--- src/rtl/seq_arithmetic_unit.sv ---
// Sequential add/sub/accumulate unit with an unsigned shift-add multiplier.
// Results and flags are registered and held until the next DONE pulse.
module seq_arithmetic_unit #(
  parameter int W = 4
) (
  input  logic         CLK,
  input  logic         RST,
  input  logic         START,
  input  logic [1:0]   OP,
  input  logic [W-1:0] DATA_A,
  input  logic [W-1:0] DATA_B,
  output logic [W-1:0] OUT,
  output logic [W-1:0] OUT_HI,
  output logic         CO,
  output logic         OVF,
  output logic         N,
  output logic         Z,
  output logic         BUSY,
  output logic         DONE
);

  localparam int CW = $clog2(W) + 1;

  typedef enum logic [1:0] {
    S_IDLE = 2'd0,
    S_EXEC = 2'd1,
    S_MUL  = 2'd2
  } state_t;

  state_t         state_r, state_nxt_s;
  logic [1:0]     op_r;
  logic [W-1:0]   a_r, b_r, acc_r;
  logic [2*W-1:0] prod_r, prod_nxt_s;
  logic [CW-1:0]  cnt_r;
  logic [W:0]     mul_sum_s;
  logic           mul_last_s, accept_s;
  logic [W-1:0]   ex_lhs_s, ex_rhs_s;
  logic           ex_cin_s, ex_ovf_s;
  logic [W:0]     ex_sum_s;
  logic [W-1:0]   out_r, out_hi_r;
  logic           co_r, ovf_r, n_r, z_r, done_r;

  // State register
  always_ff @(posedge CLK) begin
    if (RST) begin
      state_r <= S_IDLE;
    end else begin
      state_r <= state_nxt_s;
    end
  end

  // Next-state logic and handshake decode
  always_comb begin
    state_nxt_s = state_r;
    accept_s    = START && (state_r == S_IDLE);
    mul_last_s  = (state_r == S_MUL) && (cnt_r == CW'(W - 1));
    case (state_r)
      S_IDLE: begin
        if (START) begin
          state_nxt_s = (OP == 2'b10) ? S_MUL : S_EXEC;
        end else begin
          state_nxt_s = S_IDLE;
        end
      end
      S_EXEC: state_nxt_s = S_IDLE;
      S_MUL: begin
        if (mul_last_s) begin
          state_nxt_s = S_IDLE;
        end else begin
          state_nxt_s = S_MUL;
        end
      end
      default: state_nxt_s = S_IDLE;
    endcase
  end

  // Single adder shared by ADD, SUB (A + ~B + 1) and ACC (ACC + A)
  always_comb begin
    ex_lhs_s = a_r;
    ex_rhs_s = b_r;
    ex_cin_s = 1'b0;
    case (op_r)
      2'b01: begin
        ex_lhs_s = a_r;
        ex_rhs_s = ~b_r;
        ex_cin_s = 1'b1;
      end
      2'b11: begin
        ex_lhs_s = acc_r;
        ex_rhs_s = a_r;
        ex_cin_s = 1'b0;
      end
      default: begin
        ex_lhs_s = a_r;
        ex_rhs_s = b_r;
        ex_cin_s = 1'b0;
      end
    endcase
    ex_sum_s = {1'b0, ex_lhs_s} + {1'b0, ex_rhs_s} + {{W{1'b0}}, ex_cin_s};
    // With the inverted subtrahend, one overflow rule covers add and subtract.
    ex_ovf_s = (ex_lhs_s[W-1] == ex_rhs_s[W-1]) && (ex_sum_s[W-1] != ex_lhs_s[W-1]);
  end

  // One shift-add multiplier step: add multiplicand into upper half, shift right with carry
  always_comb begin
    mul_sum_s  = {1'b0, prod_r[2*W-1:W]} + (prod_r[0] ? {1'b0, a_r} : {(W+1){1'b0}});
    prod_nxt_s = {mul_sum_s, prod_r[W-1:1]};
  end

  // Operand latch, accumulator, multiplier iteration and registered results
  always_ff @(posedge CLK) begin
    if (RST) begin
      op_r     <= 2'b00;
      a_r      <= {W{1'b0}};
      b_r      <= {W{1'b0}};
      acc_r    <= {W{1'b0}};
      prod_r   <= {(2*W){1'b0}};
      cnt_r    <= {CW{1'b0}};
      out_r    <= {W{1'b0}};
      out_hi_r <= {W{1'b0}};
      co_r     <= 1'b0;
      ovf_r    <= 1'b0;
      n_r      <= 1'b0;
      z_r      <= 1'b0;
      done_r   <= 1'b0;
    end else begin
      done_r <= 1'b0;
      if (accept_s) begin
        op_r   <= OP;
        a_r    <= DATA_A;
        b_r    <= DATA_B;
        prod_r <= {{W{1'b0}}, DATA_B};
        cnt_r  <= {CW{1'b0}};
      end else if (state_r == S_EXEC) begin
        out_r    <= ex_sum_s[W-1:0];
        out_hi_r <= {W{1'b0}};
        co_r     <= ex_sum_s[W];
        ovf_r    <= ex_ovf_s;
        n_r      <= ex_sum_s[W-1];
        z_r      <= (ex_sum_s[W-1:0] == {W{1'b0}});
        done_r   <= 1'b1;
        if (op_r == 2'b11) begin
          acc_r <= ex_sum_s[W-1:0];
        end else begin
          acc_r <= acc_r;
        end
      end else if (state_r == S_MUL) begin
        prod_r <= prod_nxt_s;
        cnt_r  <= cnt_r + {{(CW-1){1'b0}}, 1'b1};
        if (mul_last_s) begin
          out_r    <= prod_nxt_s[W-1:0];
          out_hi_r <= prod_nxt_s[2*W-1:W];
          co_r     <= 1'b0;
          ovf_r    <= (prod_nxt_s[2*W-1:W] != {W{1'b0}});
          n_r      <= prod_nxt_s[2*W-1];
          z_r      <= (prod_nxt_s == {(2*W){1'b0}});
          done_r   <= 1'b1;
        end else begin
          done_r <= 1'b0;
        end
      end else begin
        done_r <= 1'b0;
      end
    end
  end

  assign OUT    = out_r;
  assign OUT_HI = out_hi_r;
  assign CO     = co_r;
  assign OVF    = ovf_r;
  assign N      = n_r;
  assign Z      = z_r;
  assign DONE   = done_r;
  assign BUSY   = (state_r != S_IDLE);

endmodule

--- config.mk ---
export PLATFORM = sky130hd
export DESIGN_NAME = seq_arithmetic_unit
export DESIGN_NICKNAME = d
export VERILOG_FILES = /design/src/rtl/seq_arithmetic_unit.sv
export SDC_FILE = /design/constraint.sdc
export NUM_CORES = 1
export LEC_CHECK = 0
export CAP_MARGIN = 20
export CORE_MARGIN = 2
export CORE_UTILIZATION = 30
export CTS_CLUSTER_DIAMETER = 100
export DETAILED_ROUTE_END_ITERATION = 12
export GPL_ROUTABILITY_DRIVEN = 0
export PLACE_DENSITY = 0.55
export SLEW_MARGIN = 20
export SYNTH_ARGS = -nofsm -noshare
export SYNTH_HDL_FRONTEND = slang
export SYNTH_SLANG_ARGS = --single-unit
--- constraint.sdc ---
create_clock -name CLK -period 3.1 [get_ports CLK]
set_input_delay 0.775 -clock CLK [delete_from_list [all_inputs] [get_ports CLK]]
set_output_delay 0.775 -clock CLK [all_outputs]
set_load 0.05 [all_outputs]
==> summary.md <==
| Metric | Value |
|---|---|
| Fmax | `around 0.36 GHz` |
| Layout cell share with drive strength beyond 1 | `6.86%` |
| Vert. Die Dim | `between 80 and 90 um` |
| Area growth syn-to-layout | `23.3%` |
| Standard cell core area | `6680 sq um` |
| Xor/xnor share of the synthesized area | `3.00%` |
| Hold slack final | `~460 ps` |
| Element type at the critical path start | `register` |
| Die area | `between 7000 and 8000 sq um` |
| Area share of and/or/nand/nor cells after synthesis | `a little under a quarter` |
| Pre-Repair DR Iteration Count | `4` |
| Number of DRC markers in iteration 0 | `117` |
| Antenna violations before repair | `0` |
| Unrepaired setup endpoints after global routing | `no` |
| Count of cells resized by post-cts repair | `0` |
| Pin count of the biggest net entering global routing | `33` |
| Most common cell after layout, fill and taps aside | `sky130_fd_sc_hd__nand2_1` |
| CTS tree | `built` |
| Leading cell types in the layout, fill and taps excluded | `sky130_fd_sc_hd__nand2_1, sky130_fd_sc_hd__dfxtp_1, sky130_fd_sc_hd__nor2_1` |
| Via count normalized by instance count | `4.79` |
| Aggregate global routing overflow | `0` |
| H-tree levels | `2` |
| Clock latency of the later-clocked register in the worst-skew pair | `290 ps` |
| Power spent charging and discharging nets | `approximately 0.00030 W` |
| Max-slew violation count | `0` |
| Crit Path Max Fanout | `10` |
| Period minus WS final | `~2800 ps` |
| Number of I/O pins | `27` |
| Half-perimeter wire length after detailed placement | `about 3500 um` |
| DP Worst Slack | `around 350 ps` |
| Critical path data required time | `roughly 3300 ps` |
| Endpoint arrival time on the critical path | `about 3000 ps` |
| Quantity of I/O buffers inserted on ports | `26` |
| Net count after synthesis | `280` |
| Residual DRC count | `0` |
| Number of routed nets with antenna violations | `0` |
| Largest area contributor in the synthesized netlist | `sky130_fd_sc_hd__dfxtp_1` |
| Number of setup buffers added after CTS | `0` |
| Mean cell area of the mapped netlist | `about 8.1 sq um` |
| Quantity of hold-fixing buffers added after cts | `0` |
| Width of the die | `86.5 um` |
| Total via count after detailed routing | `around 1700` |
| Number of maximum-capacitance constraint violations | `0` |
| Number of flops mapped to enable cells by yosys | `0` |
| Count of endpoints failing hold in the final timing report | `0` |
| Power density over cell area | `~480 nW/um^2` |
| Number of diodes added for antenna fixing | `0` |
| First-pass GRT wire length | `8240 um` |
| Count of state elements after synthesis | `40` |
| Placed Area | `between 2000 and 2500 sq um` |
| Effective utilization at floorplan | `between 30% and 40%` |
| Sequential group share of total power | `a little under half` |
| Final #Nets | `about 310` |
| Endpoints failing setup | `0` |
| Global Route Usage Sum | `about 14%` |
| Proportion of register bits with asynchronous set or reset after synthesis | `0%` |
| Portion of total power attributed to the clock network | `around 39%` |
| Main flop type after synthesis | `sky130_fd_sc_hd__dfxtp_1` |
| Leakage power | `~1 nW` |
| Stage delay of the slowest cell on the critical path | `390 ps` |
| Number of buffers inserted during clock tree synthesis | `5` |
| Sinks on the clock net | `40` |
| Max Clock Skew | `6.36 ps` |
| Status | `complete, no violations` |
| Number of placement rows | `30` |
| Setup Total Neg Slack | `0 ps` |
| Crit-path cells | `and2_0 > a221o_1 > ha_1 > nand3b_1 > nor2b_1 > fa_1 > xnor2_1 > nor3_1 > a21oi_1 > a221oi_2` |
| Area fraction in compound gates after synthesis | `15.7%` |
| Slowest stage cell on the critical path | `sky130_fd_sc_hd__dfxtp_1` |
| Adder-cell area share of the yosys netlist | `a little over a tenth` |
| Post-detailed-route wirelength per cell | `about 13 um` |
| Portion of netlist area occupied by mux cells | `3.55%` |
| Cell family contributing the most delay on the critical path | `simple AND/OR/NAND/NOR gates` |
| Share of the yosys chip area belonging to registers | `roughly 40%` |
| Warning count from the yosys run | `0` |
| Transition at the pin with the smallest max-transition slack | `a little over 700 ps` |
| Buffer depth of the longest clock path | `2` |
| Top cells by area, synth | `sky130_fd_sc_hd__dfxtp_1, sky130_fd_sc_hd__ha_1, sky130_fd_sc_hd__nand2_1, sky130_fd_sc_hd__a21oi_1, sky130_fd_sc_hd__nor2_1` |
| Main combinational cell family by area after synthesis | `simple AND/OR/NAND/NOR gates` |
| Category of the worst setup path capture point | `register` |
| Worst Setup Slack, final | `approximately 340 ps` |
| Net switching share of the total power | `between 20% and 30%` |
| Post-detailed-routing wire length | `4690 um` |
| CP Buf/Inv Count | `0` |
| Worst slew slack as a fraction of its limit | `between 50 and 60%` |
| Clock transition at the register clock pins on the worst setup and hold paths after CTS | `around 80 ps` |
| Worst hold path type | `reg -> reg` |
| Number of global-route vias before repair | `1779` |
| Fraction of the core area covered by cells at the end of the flow | `between 30% and 40%` |
| Gate power share | `14.9%` |
| Cells after Synth | `between 200 and 300` |
| Clock tree root buffer cell | `sky130_fd_sc_hd__clkbuf_8` |
| Worst IR Drop VDD | `approximately 310 uV` |
| P_int | `a little under 0.0009 W` |
| Layout filler cell count | `709` |
| Category of the most critical setup path | `reg -> reg` |
| Top-area cell type share of the netlist area | `about two fifths` |
| Synth cell types | `36` |
| Netlist Area Pre-Place | `a little over 2000 sq um` |
| Final worst-path cycle share | `89.1%` |
| Layout Cell Area excl Fill | `approximately 2500 sq um` |
worst reg2reg max path, delay by kind of cell, from the launching register on:
kind,cells,cell delay (ps)
AOI/OAI and AO/OA,3,660
DFF,1,390
xor gates and xnor gates,1,180
and+or+nand+nor,4,740
adders and majority gates,2,710
routing by layer:
metal	GRT usage (%)	wire [um]	vias to the layer above
met2	23.1	2200	18
li1	-	-	896
met3	2.48	95	10
met1	17.9	2260	786
met4	6.25	125	0
met5	0	0	-
state kept, by name (all words and copies together) (netlist names):
register	flops
prod_r	8
OUT	4
OUT_HI	4
a_r	4
acc_r	4
b_r	4
cnt_r	3
op_r	2
state_r	2
CO	1
DONE	1
N	1
OVF	1
Z	1
layout make-up:
cell class,instances,area [sq um],area share [%]
clock buffers,7,96.3,3.82
repair buffers,32,305,12.1
well taps,80,100,3.97
clock inverters,1,30.0,1.19
inverters,14,52.6,2.09
multi-input cells,183,1130,45.0
flip-flops and latches,40,801,31.8
kinds of logic (layout without fill, tap and decap cells):
logic type / after synthesis / in the layout
adders and majority gates: 16 / 16
AOI/OAI and AO/OA: 49 / 49
and+or+nand+nor: 104 / 104
DFF: 40 / 40
muxes: 7 / 7
xor gates and xnor gates: 7 / 7
buffers and inverters: 28 / 54
path summary, 6_finish.rpt:
kind | startpoint | to | slack (ps) | depth (start not counted)
worst max-delay path | op_r[0]$_SDFFE_PP0P_ | Z$_SDFFE_PP0P_ | 340 | 10
worst min-delay path | OUT_HI[3]$_SDFFE_PP0P_ | OUT_HI[3]$_SDFFE_PP0P_ | 460 | 2
worst max register to register | op_r[0]$_SDFFE_PP0P_ | Z$_SDFFE_PP0P_ | 340 | 10
worst min register to register | OUT_HI[3]$_SDFFE_PP0P_ | OUT_HI[3]$_SDFFE_PP0P_ | 460 | 2
synthesized netlist by cell type, types with 3 or more instances:
cell type and instances:
sky130_fd_sc_hd__nand2_1 43, sky130_fd_sc_hd__dfxtp_1 40, sky130_fd_sc_hd__nor2_1 33, sky130_fd_sc_hd__a21oi_1 25
sky130_fd_sc_hd__ha_1 14, sky130_fd_sc_hd__inv_1 14, sky130_fd_sc_hd__clkbuf_1 12, sky130_fd_sc_hd__nor3_1 6
sky130_fd_sc_hd__xnor2_1 6, sky130_fd_sc_hd__mux2i_1 5, sky130_fd_sc_hd__a211oi_1 4, sky130_fd_sc_hd__a311oi_1 4
sky130_fd_sc_hd__and2_1 4, sky130_fd_sc_hd__nand2b_1 4, sky130_fd_sc_hd__nor2b_1 4, sky130_fd_sc_hd__nor3b_1 4
sky130_fd_sc_hd__o21ai_0 3
metrics by stage:
step / instances / total power (W)
after global routing: 357 / 0.00126
after detailed placement: 349 / 0.000745
after global placement: 349 / 0.000744
final: 357 / 0.00120
after floorplan: 251 / 0.000684
after CTS: 357 / 0.00121
power by group through the flow:
stage | sequential, W | clock (W) | combinational (W)
after floorplan | 0.000561 | 0 | 0.000123
after global placement | 0.000565 | 0 | 0.000179
after detailed placement | 0.000565 | 0 | 0.000180
after CTS | 0.000553 | 0.000477 | 0.000181
after global routing | 0.000556 | 0.000499 | 0.000204
final | 0.000553 | 0.000465 | 0.000179
Power figures use the tool's default switching activity.
